--- src/rtl/ring_counter_pkg.sv ---
// Shared constants and pure helpers for the rotating-token counter.
package ring_counter_pkg;

  // Topology select values for the JOHNSON parameter.
  localparam bit MODE_RING    = 1'b0;
  localparam bit MODE_JOHNSON = 1'b1;

  // Rotation direction values for the DIR input.
  localparam bit DIR_UP   = 1'b0;
  localparam bit DIR_DOWN = 1'b1;

  // Widest state vector the helpers accept; narrower states are zero-extended.
  localparam int unsigned MaxWidth = 64;

  // Number of set bits in v.
  function automatic int unsigned popcount(input logic [MaxWidth-1:0] v);
    int unsigned n;
    n = 0;
    for (int unsigned i = 0; i < MaxWidth; i++) begin
      if (v[i]) n++;
    end
    return n;
  endfunction

  // A Johnson state has at most one boundary between its run of ones and zeros.
  // Only the low 'width' bits take part.
  function automatic logic johnson_legal(input logic [MaxWidth-1:0] v,
                                         input int unsigned         width);
    int unsigned n;
    n = 0;
    for (int unsigned i = 0; i + 1 < MaxWidth; i++) begin
      if ((i + 1 < width) && (v[i] != v[i+1])) n++;
    end
    return (n <= 1);
  endfunction

endpackage

--- src/rtl/ring_legal_check.sv ---
// Combinational legality test of a counter state against its topology.
module ring_legal_check
  import ring_counter_pkg::*;
#(
  parameter int unsigned      WIDTH   = 8,
  parameter logic [WIDTH-1:0] INIT    = WIDTH'(1),
  parameter bit               JOHNSON = MODE_RING
) (
  input  logic [WIDTH-1:0] state_i,
  output logic             legal_o
);

  // A ring never creates or destroys tokens, so the token count must match INIT.
  localparam int unsigned InitOnes = popcount(MaxWidth'(INIT));

  logic [MaxWidth-1:0] state_ext;
  assign state_ext = MaxWidth'(state_i);

  // Select the legality rule for the configured topology.
  always_comb begin
    legal_o = 1'b0;
    if (JOHNSON == MODE_JOHNSON) begin
      legal_o = johnson_legal(state_ext, WIDTH);
    end else begin
      legal_o = (popcount(state_ext) == InitOnes);
    end
  end

endmodule

--- src/rtl/ring_shift_counter.sv ---
// Rotating-token counter: ring or Johnson topology, runtime direction,
// clock enable, parallel load, wrap pulse and optional illegal-state recovery.
// WIDTH must be >= 2 and no larger than ring_counter_pkg::MaxWidth.
module ring_shift_counter
  import ring_counter_pkg::*;
#(
  parameter int unsigned      WIDTH        = 8,
  parameter logic [WIDTH-1:0] INIT         = WIDTH'(1),
  parameter bit               JOHNSON      = MODE_RING,
  parameter bit               SELF_CORRECT = 1'b1
) (
  input  logic             CLK,
  input  logic             ASYNCRESET,
  input  logic             CE,
  input  logic             DIR,
  input  logic             LOAD,
  input  logic [WIDTH-1:0] D,
  output logic [WIDTH-1:0] O,
  output logic             WRAP,
  output logic             ERR
);

  logic [WIDTH-1:0] state_q, state_d;
  logic             wrap_q, wrap_d;
  logic             err_q, err_d;
  logic             legal;
  logic [WIDTH-1:0] rotated;
  logic             fb_up, fb_down;

  // Without self-correction every state is accepted, so ERR can never fire.
  if (SELF_CORRECT) begin : g_check
    ring_legal_check #(
      .WIDTH   (WIDTH),
      .INIT    (INIT),
      .JOHNSON (JOHNSON)
    ) u_legal (
      .state_i (state_q),
      .legal_o (legal)
    );
  end else begin : g_no_check
    assign legal = 1'b1;
  end

  // Rotate one position; Johnson inverts the bit wrapping around the end.
  always_comb begin
    fb_up   = state_q[WIDTH-1] ^ (JOHNSON == MODE_JOHNSON);
    fb_down = state_q[0] ^ (JOHNSON == MODE_JOHNSON);
    rotated = state_q;
    if (DIR == DIR_DOWN) begin
      rotated = {fb_down, state_q[WIDTH-1:1]};
    end else begin
      rotated = {state_q[WIDTH-2:0], fb_up};
    end
  end

  // Next state: load beats step beats hold; pulses clear unless re-asserted.
  always_comb begin
    state_d = state_q;
    wrap_d  = 1'b0;
    err_d   = 1'b0;
    if (LOAD) begin
      // Loaded value is trusted here and only validated on the next step.
      state_d = D;
    end else if (CE) begin
      if (!legal) begin
        state_d = INIT;
        err_d   = 1'b1;
      end else begin
        state_d = rotated;
        wrap_d  = (rotated == INIT);
      end
    end
  end

  // State and pulse registers; reset restores INIT without a clock edge.
  always_ff @(posedge CLK or posedge ASYNCRESET) begin
    if (ASYNCRESET) begin
      state_q <= INIT;
      wrap_q  <= 1'b0;
      err_q   <= 1'b0;
    end else begin
      state_q <= state_d;
      wrap_q  <= wrap_d;
      err_q   <= err_d;
    end
  end

  assign O    = state_q;
  assign WRAP = wrap_q;
  assign ERR  = err_q;

endmodule
--- config.mk ---
export PLATFORM = sky130hd
export DESIGN_NAME = ring_shift_counter
export DESIGN_NICKNAME = d
export VERILOG_FILES = /design/src/rtl/ring_counter_pkg.sv /design/src/rtl/ring_legal_check.sv /design/src/rtl/ring_shift_counter.sv
export SDC_FILE = /design/constraint.sdc
export NUM_CORES = 1
export LEC_CHECK = 0
export ABC_AREA = 0
export CAP_MARGIN = 20
export CORE_MARGIN = 2
export CORE_UTILIZATION = 55
export DETAILED_ROUTE_END_ITERATION = 6
export PLACE_DENSITY = 0.87
export REMOVE_ABC_BUFFERS = 1
export SYNTH_ARGS = -nofsm -noshare
export SYNTH_HDL_FRONTEND = slang
export SYNTH_SLANG_ARGS = --single-unit
--- constraint.sdc ---
create_clock -name CLK -period 7.4 [get_ports CLK]
set_input_delay 0.74 -clock CLK [delete_from_list [all_inputs] [get_ports CLK]]
set_output_delay 0.74 -clock CLK [all_outputs]
set_load 0.01 [all_outputs]
==> out/metrics.cfg, run 1 <==
[run_status]
outcome=complete, no violations

[worst_setup_path]
startpoint=O[0]$_DFFE_PP1P_
start_kind=flop
path_delay_family=adder cells
cpMostUsedCell=ha_1
crit_buf_inv=1
crit_end=O[6]$_DFFE_PP0P_
end_kind=flop
crit_arrival_ps=5300
worstPathRequired_ps=7580
path_cells=inv_1 > ha_1 > xor2_1 > ha_1 > nor2b_1 > nor2_1 > ha_1 > nand2_1 > o31ai_1 > ha_1 > nand2_1 > o31ai_1 > and2_1 > ha_1 > mux2_2 > ha_1 > nand2_1 > xor2_1 > xnor3_1 > a311oi_2 > nand3_2 > o31ai_1
reg2regPathDepth=22
worstPathMaxFanout=9
r2r-start=O[0]$_DFFE_PP1P_
path_depth=22
regToRegSetupSlack_ps=2270
worst_r2r_endpoint=O[6]$_DFFE_PP0P_
max_stage_delay_ps=610
worst-setup-path-type=flop to flop
slowest_stage=dfstp_2

[detailed_routing]
wl_met2_mm=1.21
routed.top_layer=met4
wl_met3_um=114
num_vias=998
drt_iter0_drc=23
via_per_inst=5.91
drc=0
antenna_left=0
drt-total-wl_mm=2.35
drt-met1-wl_um=997
wire_per_inst_um=13.9
firstDrtPassIters=5

[clock_network]
insertion_delay_ps=280
cts_buffers=3
holdBufCountCts=0
cts_max_level=1
cts.sinks=10
cts_tree=done
cts_buffer_depth=2
clk_pin_slew_ps=80
ctsResizeCount=0
post_cts_buffers=0
root_buffer=clkbuf_4

[synthesis]
synth_cell_types=42
synth-simple-area-share_pct=22.7
synth_area_um2=1140
synth_compound_area_share_pct=18.1
synth-seq-cells=10
synth-xor-area-share_pct=13.8
synth_common_cells=nand2_1, dfrtp_1, nor3b_1, o31ai_1
async_flop_share_pct=100
yosysWarnings=0
yosysMostFrequentCell=nand2_1
synth.top_cell.area_share_pct=19.8
yosysSeqAreaShare_pct=22.1
synth_top_family_by_area=simple AND/OR/NAND/NOR gates
synthFlopType=dfrtp_1
synth_edf_count=0
synthMuxAreaShare_pct=9.12
synth_area_leaders=dfrtp_1, ha_1, mux2i_1, nor3b_1, o31ai_1
synth.avg_cell_area_um2=9.11
synthCells=125
yosysTopAreaCell=dfrtp_1
yosys.area_share.adder_pct=7.69

[worst_hold_path]
hold_class=flop to flop
holdCritStartpoint=O[0]$_DFFE_PP1P_
hold_path_depth=2

[layout]
drive_above_1_share_pct=10.6
fin_nets=163
area_delta_synth_final_pct=21.1
antennaDiodeCount=0

[sta]
maxSlewViolCount=0
fmax_ghz=0.195
worstMarginPinSlew_ps=535
hold_viol_final=0
finalSetupTns_ps=0
rsz0062_at_grt=false
max_slew_margin_pct=64.2
setup_viol=0
finalClockSkew_ps=7.13
min_period_ps=5130
fin_crit_sh_pct=69.3

[run]
cap_violations=0

[global_routing]
grt_use_total_pct=22.1
gr-total-overflow=0
first_global_vias=948
antenna_found_initial=0
grt_max_degree=18
grt_pass1_wl_mm=4.20

[die]
start_util_pct=58.0
chipHeight_um=49.5
dieArea_um2=2450
row_count=16
num_io_pins=23
dieWidth_um=49.5
core_area_um2=1960

[place]
gp_congestion=0.761
io_buffers=22
dp_hpwl_mm=1.80

[kinds of logic (layout without fill, tap and decap cells)]
group / count (synthesis) / in the layout
buffers and inverters: 15 / 32
AO/OA/AOI/OAI: 28 / 28
adder cells (fa/ha/maj): 7 / 7
XOR/XNOR: 11 / 11
multiplexers: 9 / 9
AND/OR/NAND/NOR: 45 / 45
flip-flops: 10 / 10
[metrics by stage]
stage	hold WS, ps	cell area [um^2]	utilization (%)	setup slack, ps	instances
3_3_place_gp	642	1340	68.4	2390	165
4_1_cts	660	1380	70.3	2290	169
5_1_grt	685	1380	70.3	1840	169
2_1_floorplan	579	1090	-	2680	116
6_report	658	1380	70.3	2270	169
3_5_place_dp	651	1340	68.4	2310	165
[state kept, by name, summed over array words and instances (netlist names)]
name / flops
O: 8
ERR: 1
WRAP: 1
[cell usage in the layout (no fill, tap or decap), types with 2 or more instances in the layout]
master           count
mux2i_1              7
nor2_1               3
clkdlybuf4s50_1     22
xnor3_1              2
xnor2_1              2
a21oi_1              7
nor3_1               3
o31ai_1              9
inv_1                6
o22ai_1              2
nand2b_1             3
nand2_1             13
nor2b_1              3
ha_1                 7
o21ai_0              2
nand3_1              4
nor3b_1              9
xor2_1               5
clkbuf_4             3
dfrtp_1              9
[worst reg2reg max path: stages, from the launching register on]
cell,delay [ps]
dfstp_2,610
inv_1,60
ha_1,360
xor2_1,170
ha_1,360
nor2b_1,210
nor2_1,70
ha_1,280
nand2_1,100
o31ai_1,90
ha_1,280
nand2_1,60
o31ai_1,90
and2_1,200
ha_1,270
mux2_2,270
ha_1,180
nand2_1,80
xor2_1,170
xnor3_1,240
a311oi_2,330
nand3_2,240
o31ai_1,310
[per-layer routing]
metal,up-vias,global-route usage [%]
li1,494,-
met1,460,27.6
met2,38,39.9
met3,6,1.52
met4,0,7.87
met5,-,0
[how the worst min path moves through the flow]
stage / to / slack [ps]
after floorplan: ERR$_DFF_PP0_ / 580
after global placement: O[1]$_DFFE_PP0P_ / 640
after detailed placement: O[1]$_DFFE_PP0P_ / 650
after CTS: O[1]$_DFFE_PP0P_ / 660
after global routing: O[1]$_DFFE_PP0P_ / 690
final: O[1]$_DFFE_PP0P_ / 660
[area by class of cell]
class                           count  area, um^2
Multi-Input combinational cell    100         815
Fill cell                         170         583
Sequential cell                    10         251
Timing Repair Buffer               22         220
Tap cell                           27        33.8
Inverter                            6        22.5
Clock buffer                        4        36.3
Power of run 1 is left out: the tool's default activity adds up to more than one toggle a clock period on the data nets, which glitch-free logic cannot reach.
==> run 2: changes to the inputs <==
--- a/config.mk
+++ b/config.mk
@@ -8,9 +8,9 @@
 export ABC_AREA = 0
 export CAP_MARGIN = 20
 export CORE_MARGIN = 2
-export CORE_UTILIZATION = 55
+export CORE_UTILIZATION = 51
 export DETAILED_ROUTE_END_ITERATION = 6
-export PLACE_DENSITY = 0.87
+export PLACE_DENSITY = 0.81
 export REMOVE_ABC_BUFFERS = 1
 export SYNTH_ARGS = -nofsm -noshare
 export SYNTH_HDL_FRONTEND = slang
==> constraint.sdc (replaced) <==
create_clock -name CLK -period 5 [get_ports CLK]
set_input_delay 0.5 -clock CLK [delete_from_list [all_inputs] [get_ports CLK]]
set_output_delay 0.5 -clock CLK [all_outputs]
set_load 0.01 [all_outputs]
==> run 2 against run 1 <==
Effect of this change: global-route usage is 0.67 points higher; non-clock buffer count is 7 higher; sequential share of layout area is 1.6 points lower; critical path depth is 1 higher; die area is 7.2% higher; maximum frequency is 6.3% higher; setup slack worse by 2100 ps; core utilization is 0.56 points lower; clock-buffer cell count stayed put; routed wire length is 17% higher; critical endpoint is now O[0]$_DFFE_PP1P_.
==> out/metrics.cfg, run 2 (synthesis gave the netlist of run 1 again) <==
[detailed_routing]
num_vias=1039
via_per_inst=5.84
drc=0
drt_iter0_drc=25
wire_per_inst_um=15.5
firstDrtPassIters=5
drt-total-wl_mm=2.76
antenna_left=0

[sta]
finalClockSkew_ps=5.07
fin_crit_sh_pct=96.5
fmax_ghz=0.207
min_period_ps=4830
worst_slack_ps=174
hold_viol_final=0
setup_viol=0
worstMarginPinSlew_ps=523
max_slew_margin_pct=65.0
maxSlewViolCount=0
whs_ps=517

[worst_hold_path]
hold_class=input pin to async pin

[global_routing]
gr-usage-met1_pct=28.8
top_usage_layer=met2
grt_max_degree=18
first_global_vias=974
antenna_found_initial=0
global_route.usage.met2_pct=41.1
grt_use_total_pct=22.7
grt_pass1_wl_mm=4.54
use_met3_pct=2.63
gr-total-overflow=0

[clock_network]
insertion_delay_ps=270
cts_buffers=3
holdBufCountCts=0
root_buffer=clkbuf_4
cts_tree=done
cts.sinks=10
clk_pin_slew_ps=70
cts_buffer_depth=2
cts_max_level=1

[worst_setup_path]
worstPathMaxFanout=6
reg2regPathDepth=23
worst_r2r_endpoint=O[0]$_DFFE_PP1P_
regToRegSetupSlack_ps=170
end_kind=flop
worst-setup-path-type=flop to flop
crit_arrival_ps=5030
r2r-start=O[0]$_DFFE_PP1P_
start_kind=flop
worstPathRequired_ps=5200

[layout]
largest_register_ffs=8
mostFrequentLayoutCells=clkdlybuf4s50_1, nand2_1, dfrtp_1, nor3b_1
drive_above_1_share_pct=20.7
layout_commonest_cell=clkdlybuf4s50_1
n_fill_cell=183
area_delta_synth_final_pct=32.9
seq_area_um2=251
fin_area_um2=1510
antennaDiodeCount=0
fin_nets=171
multi_input_area_um2=895
fin_util_pct=69.7

[die]
num_io_pins=23
row_count=17
chipHeight_um=51.3
dieArea_um2=2630
start_util_pct=52.5
dieWidth_um=51.3
core_area_um2=2170

[place]
dp_hpwl_mm=1.96
io_buffers=22
placed_area_um2=1380
place_ws_ps=85.6
gp_congestion=0.821

[run]
cap_violations=0

[run_status]
outcome=complete, no violations

==> run 2: area by class of cell <==
type	count	share of cell area (%)
clock buffers	4	2.40
inverters	6	1.49
multi-input cells	101	59.1
flip-flops and latches	10	16.6
well taps	28	2.32
repair buffers	29	18.0
==> run 2: worst max-delay path, cell delays in order, from the launching register on <==
cell and delay [ps]:
dfstp_2 530, buf_4 140, ha_1 220, nand2b_1 110
nand2_1 100, ha_1 250, nor2b_2 160, nor2_1 60
ha_1 280, nand2_1 90, o31ai_1 80, ha_1 280
nand2_1 70, o31ai_1 90, and2_1 200, ha_1 280
mux2_2 270, ha_1 280, nor2b_2 130, o21a_1 130
o22ai_1 110, a311oi_4 420, nand3_4 190, o31a_1 280
==> run 2: what timing repair did <==
action / CTS / global route
resized for setup: 0 / 11
buffers inserted: 0 / 2
setup endpoints to repair: 0 / 10
==> run 2: per-stage QoR <==
stage | setup TNS (ps) | instances
after floorplan | 0 | 116
after global placement | 0 | 171
after detailed placement | 0 | 171
after CTS | 0 | 175
after global routing | -629 | 178
final | 0 | 178
==> run 2: metal layers <==
metal  wire length [um]  vias to the layer above  share of wire (%)
met5                  0                        -                  0
met4                 12                        0               0.43
met3                 78                        2                2.8
met2               1450                       27                 52
met1               1220                      505                 44
li1                   -                      505                  -
==> run 2: worst max path at each step <==
stage,startpoint,endpoint,cells after the start
global route,O[0]$_DFFE_PP1P_,O[7]$_DFFE_PP0P_,23
global placement,O[0]$_DFFE_PP1P_,O[0]$_DFFE_PP1P_,22
detailed placement,O[0]$_DFFE_PP1P_,O[5]$_DFFE_PP0P_,22
finish,O[0]$_DFFE_PP1P_,O[0]$_DFFE_PP1P_,23
CTS,O[0]$_DFFE_PP1P_,O[5]$_DFFE_PP0P_,22
floorplan,O[0]$_DFFE_PP1P_,O[0]$_DFFE_PP1P_,22
Power of run 2 is left out for the same reason.
